$ cat config.mk
export PLATFORM = sky130hd
export DESIGN_NAME = tt_sweep_ctrl_flat
export DESIGN_NICKNAME = d
export VERILOG_FILES = /design/src/rtl/tt_sweep_if.sv /design/src/rtl/tt_sweep_ctrl.sv /design/src/flat_wrapper.sv
export SDC_FILE = /design/constraint.sdc
export NUM_CORES = 1
export LEC_CHECK = 0
export CORE_AREA = 2 2 84 86
export CTS_CLUSTER_DIAMETER = 120
export CTS_CLUSTER_SIZE = 14
export DETAILED_ROUTE_END_ITERATION = 6
export DIE_AREA = 0 0 86 88
export GPL_TIMING_DRIVEN = 0
export PLACE_DENSITY_LB_ADDON = 0.08
export SYNTH_ARGS = -nofsm -noshare
export SYNTH_HDL_FRONTEND = slang
export SYNTH_SLANG_ARGS = --single-unit
$ cat constraint.sdc
create_clock -name clk -period 2.7 [get_ports clk]
set_input_delay 0.675 -clock clk [delete_from_list [all_inputs] [get_ports clk]]
set_output_delay 0.675 -clock clk [all_outputs]
set_load 0.02 [all_outputs]
$ cat src/rtl/tt_sweep_if.sv
// rtl/tt_sweep_if.sv - host/DUT-side bus of the truth-table sweep controller
interface tt_sweep_if #(
    parameter int N_IN = 14
);
    logic              start;
    logic              abort;
    logic [N_IN-1:0]   dut_x;
    logic              dut_a_y;
    logic              dut_b_y;
    logic              busy;
    logic              done;
    logic              mismatch;
    logic [N_IN-1:0]   first_fail;
    logic [N_IN:0]     onset_cnt;
    logic [N_IN:0]     fail_cnt;

    // Host/netlist side: issues commands and returns the two function outputs.
    modport master (
        output start, abort, dut_a_y, dut_b_y,
        input  dut_x, busy, done, mismatch, first_fail, onset_cnt, fail_cnt
    );

    // Controller side: owns the shared input vector and the result registers.
    modport slave (
        input  start, abort, dut_a_y, dut_b_y,
        output dut_x, busy, done, mismatch, first_fail, onset_cnt, fail_cnt
    );
endinterface

$ cat src/rtl/tt_sweep_ctrl.sv
// rtl/tt_sweep_ctrl.sv - exhaustive truth-table sweep comparing two function netlists
module tt_sweep_ctrl #(
    parameter int N_IN = 14,
    parameter int LAT  = 1
) (
    input  logic     clk,
    input  logic     rst_n,
    tt_sweep_if.slave bus
);
    typedef enum logic [1:0] {IDLE, RUN, DRAIN} state_t;

    localparam logic [N_IN-1:0] X_LAST_M1 = {{(N_IN-1){1'b1}}, 1'b0};
    localparam logic [2:0]      LAT_C     = 3'(LAT);

    state_t            state;
    // Stage 0 is the vector currently on dut_x; stage LAT-1 retires on the next edge.
    logic [LAT-1:0]    pv;
    logic [N_IN-1:0]   px [LAT];
    logic [2:0]        drain_cnt;
    logic              busy_r;
    logic              done_r;
    logic              mm_r;
    logic [N_IN-1:0]   ff_r;
    logic [N_IN:0]     onset_r;
    logic [N_IN:0]     fail_r;

    logic              ret;
    logic [N_IN-1:0]   ret_x;
    logic              diff;

    assign ret   = pv[LAT-1];
    assign ret_x = px[LAT-1];
    assign diff  = bus.dut_a_y ^ bus.dut_b_y;

    assign bus.dut_x      = px[0];
    assign bus.busy       = busy_r;
    assign bus.done       = done_r;
    assign bus.mismatch   = mm_r;
    assign bus.first_fail = ff_r;
    assign bus.onset_cnt  = onset_r;
    assign bus.fail_cnt   = fail_r;

    // Sweep FSM: issues vectors, shifts the alignment pipe and retires results.
    always_ff @(posedge clk or negedge rst_n) begin
        if (!rst_n) begin
            state     <= IDLE;
            pv        <= '0;
            for (int j = 0; j < LAT; j++) px[j] <= '0;
            drain_cnt <= '0;
            busy_r    <= 1'b0;
            done_r    <= 1'b0;
            mm_r      <= 1'b0;
            ff_r      <= '0;
            onset_r   <= '0;
            fail_r    <= '0;
        end else begin
            done_r <= 1'b0;
            for (int j = 1; j < LAT; j++) begin
                pv[j] <= pv[j-1];
                px[j] <= px[j-1];
            end
            case (state)
                IDLE: begin
                    if (bus.start) begin
                        state   <= RUN;
                        busy_r  <= 1'b1;
                        px[0]   <= '0;
                        pv[0]   <= 1'b1;
                        mm_r    <= 1'b0;
                        ff_r    <= '0;
                        onset_r <= '0;
                        fail_r  <= '0;
                    end
                end
                RUN, DRAIN: begin
                    if (bus.abort) begin
                        // Flush without retiring; partial counts stay visible.
                        state  <= IDLE;
                        busy_r <= 1'b0;
                        pv     <= '0;
                    end else begin
                        if (ret) begin
                            onset_r <= onset_r + {{N_IN{1'b0}}, bus.dut_a_y};
                            if (diff) begin
                                fail_r <= fail_r + {{N_IN{1'b0}}, 1'b1};
                                if (!mm_r) begin
                                    mm_r <= 1'b1;
                                    ff_r <= ret_x;
                                end
                            end
                        end
                        if (state == RUN) begin
                            px[0] <= px[0] + {{(N_IN-1){1'b0}}, 1'b1};
                            pv[0] <= 1'b1;
                            if (px[0] == X_LAST_M1) begin
                                state     <= DRAIN;
                                drain_cnt <= '0;
                            end
                        end else begin
                            // dut_x holds the last vector; only the pipe drains.
                            pv[0] <= 1'b0;
                            if (drain_cnt == LAT_C) begin
                                state  <= IDLE;
                                busy_r <= 1'b0;
                                done_r <= 1'b1;
                            end else begin
                                drain_cnt <= drain_cnt + 3'd1;
                            end
                        end
                    end
                end
                default: state <= IDLE;
            endcase
        end
    end
endmodule

$ cat src/flat_wrapper.sv
// flat-port wrapper written by rule: the top's interface ports become plain ports
module tt_sweep_ctrl_flat 
#(
    parameter int N_IN = 14,
    parameter int LAT  = 1
)
  (clk, rst_n, bus_start, bus_abort, bus_dut_a_y, bus_dut_b_y, bus_dut_x, bus_busy, bus_done, bus_mismatch, bus_first_fail, bus_onset_cnt, bus_fail_cnt);
  tt_sweep_if #(.N_IN(N_IN)) bus_i ();
  input  logic clk;
  input  logic rst_n;
  input wire logic [$bits(bus_i.start)-1:0] bus_start;
  input wire logic [$bits(bus_i.abort)-1:0] bus_abort;
  input wire logic [$bits(bus_i.dut_a_y)-1:0] bus_dut_a_y;
  input wire logic [$bits(bus_i.dut_b_y)-1:0] bus_dut_b_y;
  output wire logic [$bits(bus_i.dut_x)-1:0] bus_dut_x;
  output wire logic [$bits(bus_i.busy)-1:0] bus_busy;
  output wire logic [$bits(bus_i.done)-1:0] bus_done;
  output wire logic [$bits(bus_i.mismatch)-1:0] bus_mismatch;
  output wire logic [$bits(bus_i.first_fail)-1:0] bus_first_fail;
  output wire logic [$bits(bus_i.onset_cnt)-1:0] bus_onset_cnt;
  output wire logic [$bits(bus_i.fail_cnt)-1:0] bus_fail_cnt;
  assign bus_i.start = bus_start;
  assign bus_i.abort = bus_abort;
  assign bus_i.dut_a_y = bus_dut_a_y;
  assign bus_i.dut_b_y = bus_dut_b_y;
  assign bus_dut_x = bus_i.dut_x;
  assign bus_busy = bus_i.busy;
  assign bus_done = bus_i.done;
  assign bus_mismatch = bus_i.mismatch;
  assign bus_first_fail = bus_i.first_fail;
  assign bus_onset_cnt = bus_i.onset_cnt;
  assign bus_fail_cnt = bus_i.fail_cnt;
  tt_sweep_ctrl #(.N_IN(N_IN), .LAT(LAT)) u_core (.clk(clk), .rst_n(rst_n), .bus(bus_i));
endmodule
==> impl_metrics.json <==
{
  "post-place-ws_ps": -77.6,
  "syn_avg_cell_area_um2": 9.45,
  "slew-limit-headroom_pct": 43.6,
  "start_kind": "register",
  "crit_required_ps": 2910,
  "syn_nets": 370,
  "grt_usage_pct": 21.5,
  "die_height_um": 88,
  "comb_power_share_pct": 35.6,
  "period_minus_slack_ps": 2500,
  "via_count": 2805,
  "dr.first_iter.drc_count": 112,
  "dp_hpwl_mm": 5.33,
  "grt_pass1_vias": 2645,
  "synth_top_cell_by_area": "dfrtp_1",
  "clock_path_buffers": 2,
  "p_sw_mw": 1.20,
  "n_antenna_cell": 0,
  "grt_setup_unrepaired": "no",
  "status": "finished clean",
  "die_x_um": 86,
  "syn_inst": 352,
  "numCtsBuffers": 9,
  "via_per_inst": 5.48,
  "syn_to_final_growth_pct": 28.0,
  "synth_edf_count": 0,
  "final_cell_mix": "dfrtp_1 (67), clkdlybuf4s50_1 (65), nand2_1 (55), nor2_1 (37), o21ai_0 (30)",
  "io_buffers": 66,
  "slew_viol_final": 0,
  "ys_ff_latch": 67,
  "fillerInstances": 539,
  "fin_util_pct": 64.1,
  "worstPathArrival_ps": 2710,
  "fin_nets": 447,
  "r2r-start": "u_core.state[1]",
  "crit_type": "register to register",
  "clock_power_share_pct": 23.6,
  "p_leak_nw": 1.84,
  "swShare_pct": 38.7,
  "drc_errors": 0,
  "peakVddDrop_v": 0.000363,
  "routed-wl-met2_mm": 3.55,
  "drive_gt1_share_pct": 6.48,
  "pin_count": 67,
  "met1_length_mm": 3.68,
  "powerDensity_nw_per_um2": 728,
  "ys_top_cells_by_area": "dfrtp_1 (50%), nand2_1 (6.2%), xor2_1 (5.5%)",
  "cts_tree": "yes",
  "clockRootBuffer": "clkbuf_8",
  "clk_pin_slew_ps": 70,
  "initial_utilization_pct": 50.1,
  "clkLatencyLatePin_ps": 340,
  "ant_nets": 0,
  "synth_sequential_area_ratio_pct": 50.4,
  "hp-class": "input pin to async pin",
  "synth_ff_type": "dfrtp_1",
  "cts-htree-levels": 3,
  "route.detailed.wl_per_inst_um": 14.9,
  "r2r_setup_slack_ps": 200,
  "synth_area_um2": 3330,
  "period_share_pct": 92.6,
  "synth_top_area_share_pct": 50.4,
  "routabilityCongestion": 0.778,
  "numClockSinks": 67,
  "synth-async-reset-ratio_pct": 100,
  "yosysUniqueCellTypes": 36,
  "top_layer": "met4",
  "crit_path_end_kind": "register",
  "intPower_mw": 1.90,
  "core_region_area_um2": 6640,
  "fin_tns_setup_ps": 0,
  "p_total_mw": 3.10,
  "critPathMaxFanout": 10,
  "maxCapViolCount": 0,
  "wirelength_mm": 7.62,
  "wl_met3_um": 293,
  "finalHoldViolCount": 0,
  "final_common_cell": "dfrtp_1",
  "grt_pass1_wl_mm": 12.6,
  "ys_warn_count": 0,
  "antenna_found_initial": 0,
  "dieArea_um2": 7570,
  "setup_ws_ps": 200,
  "cts_setup_buffers": 0,
  "critPathLaunch": "u_core.state[1]",
  "p_seq_share_pct": 40.8,
  "tightest_slew_ps": 846,
  "rows": 30,
  "max_freq_mhz": 400,
  "grt_max_degree": 68,
  "drt-pass1-iter-count": 4,
  "setup-violations-final": 0,
  "overflow": 0,
  "fin_skew_ps": 7.89
}
## cell usage after synthesis (all sizes together), types with 2 or more instances
library cell	number
nor2	37
buf	4
and3	11
clkbuf	7
nand4	12
inv	12
a2111oi	2
o31ai	3
xor2	21
nand3	17
nor3	5
ha	12
o21ai	31
o2bb2ai	2
nand2	55
and4	4
dfrtp	67
a21oi	11
xnor2	9
nand2b	3
mux2i	2
nor2b	2
mux2	2
or3	6
and2	4
a21o	3
## final timing paths
path,endpoint,cells after the start
setup reg to reg,u_core.bus.dut_x[5],7
hold reg to reg,u_core.bus.first_fail[1],2
setup / recovery,u_core.bus.dut_x[5],7
max in group asynchronous,u_core.bus.onset_cnt[10],1
min in group clk,u_core.bus.first_fail[1],2
hold / removal,u_core.bus.done,1
## repair_timing
item	in CTS	in global routing
hold buffers	0	0
resized for setup	0	2
endpoints found under the setup margin	0	14
## layout make-up
class	count	area, um2	area share (%)
Clock buffer	11	151	3.56
Inverter	12	45.0	1.06
Tap cell	80	100	2.35
Timing Repair Buffer	66	658	15.5
Sequential cell	67	1680	39.4
Multi-Input combinational cell	262	1570	36.8
Buffer	11	46.3	1.09
Clock inverter	3	15.0	0.353
## worst max-delay path: stages (launching register included)
cell	delay, ps
dfrtp_1	420
inv_1	100
ha_1	270
buf_2	190
clkbuf_1	240
nor2_1	570
clkbuf_1	460
nor2_1	110
## routing by layer
metal  track usage (%)  vias up
met1              30.0     1375
li1                  -     1361
met2              33.3       61
met3              4.24        8
met5                 0        -
met4              7.94        0
## power groups by stage
stage / combinational [mW] / clock (mW) / sequential, mW
after floorplan: 0.593 / 0 / 1.36
after global placement: 1.08 / 0 / 1.28
after detailed placement: 1.09 / 0 / 1.28
after CTS: 1.10 / 0.747 / 1.26
after global routing: 1.22 / 0.791 / 1.28
final: 1.10 / 0.732 / 1.26
## kinds of logic (layout without fill, tap and decap cells)
family          Yosys count  after routing  share of synthesized area, %
xor+xnor                 30             30                          7.90
flops                    67             67                          50.4
buf+inv                  23            103                          2.75
simple gates            161            161                          23.0
fa+ha+maj                12             12                          4.51
mux                       4              4                          1.28
compound gates           55             55                          10.2
## registers in the layout, indices dropped and copies added, names as in the netlist
name / flops
u_core.bus.onset_cnt: 15
u_core.bus.fail_cnt: 15
u_core.bus.done: 1
u_core.bus.first_fail: 14
u_core.pv: 1
u_core.state: 2
u_core.drain_cnt: 3
u_core.bus.mismatch: 1
u_core.bus.dut_x: 14
u_core.bus.busy: 1
## metrics by stage
step	hold WS, ps	std cells	cell area (um2)
floorplan	379	352	3330
global placement	464	498	4090
CTS	461	512	4250
detailed placement	469	498	4080
global route	498	512	4260
finish	440	512	4260
(Power assumes the default switching activity.)
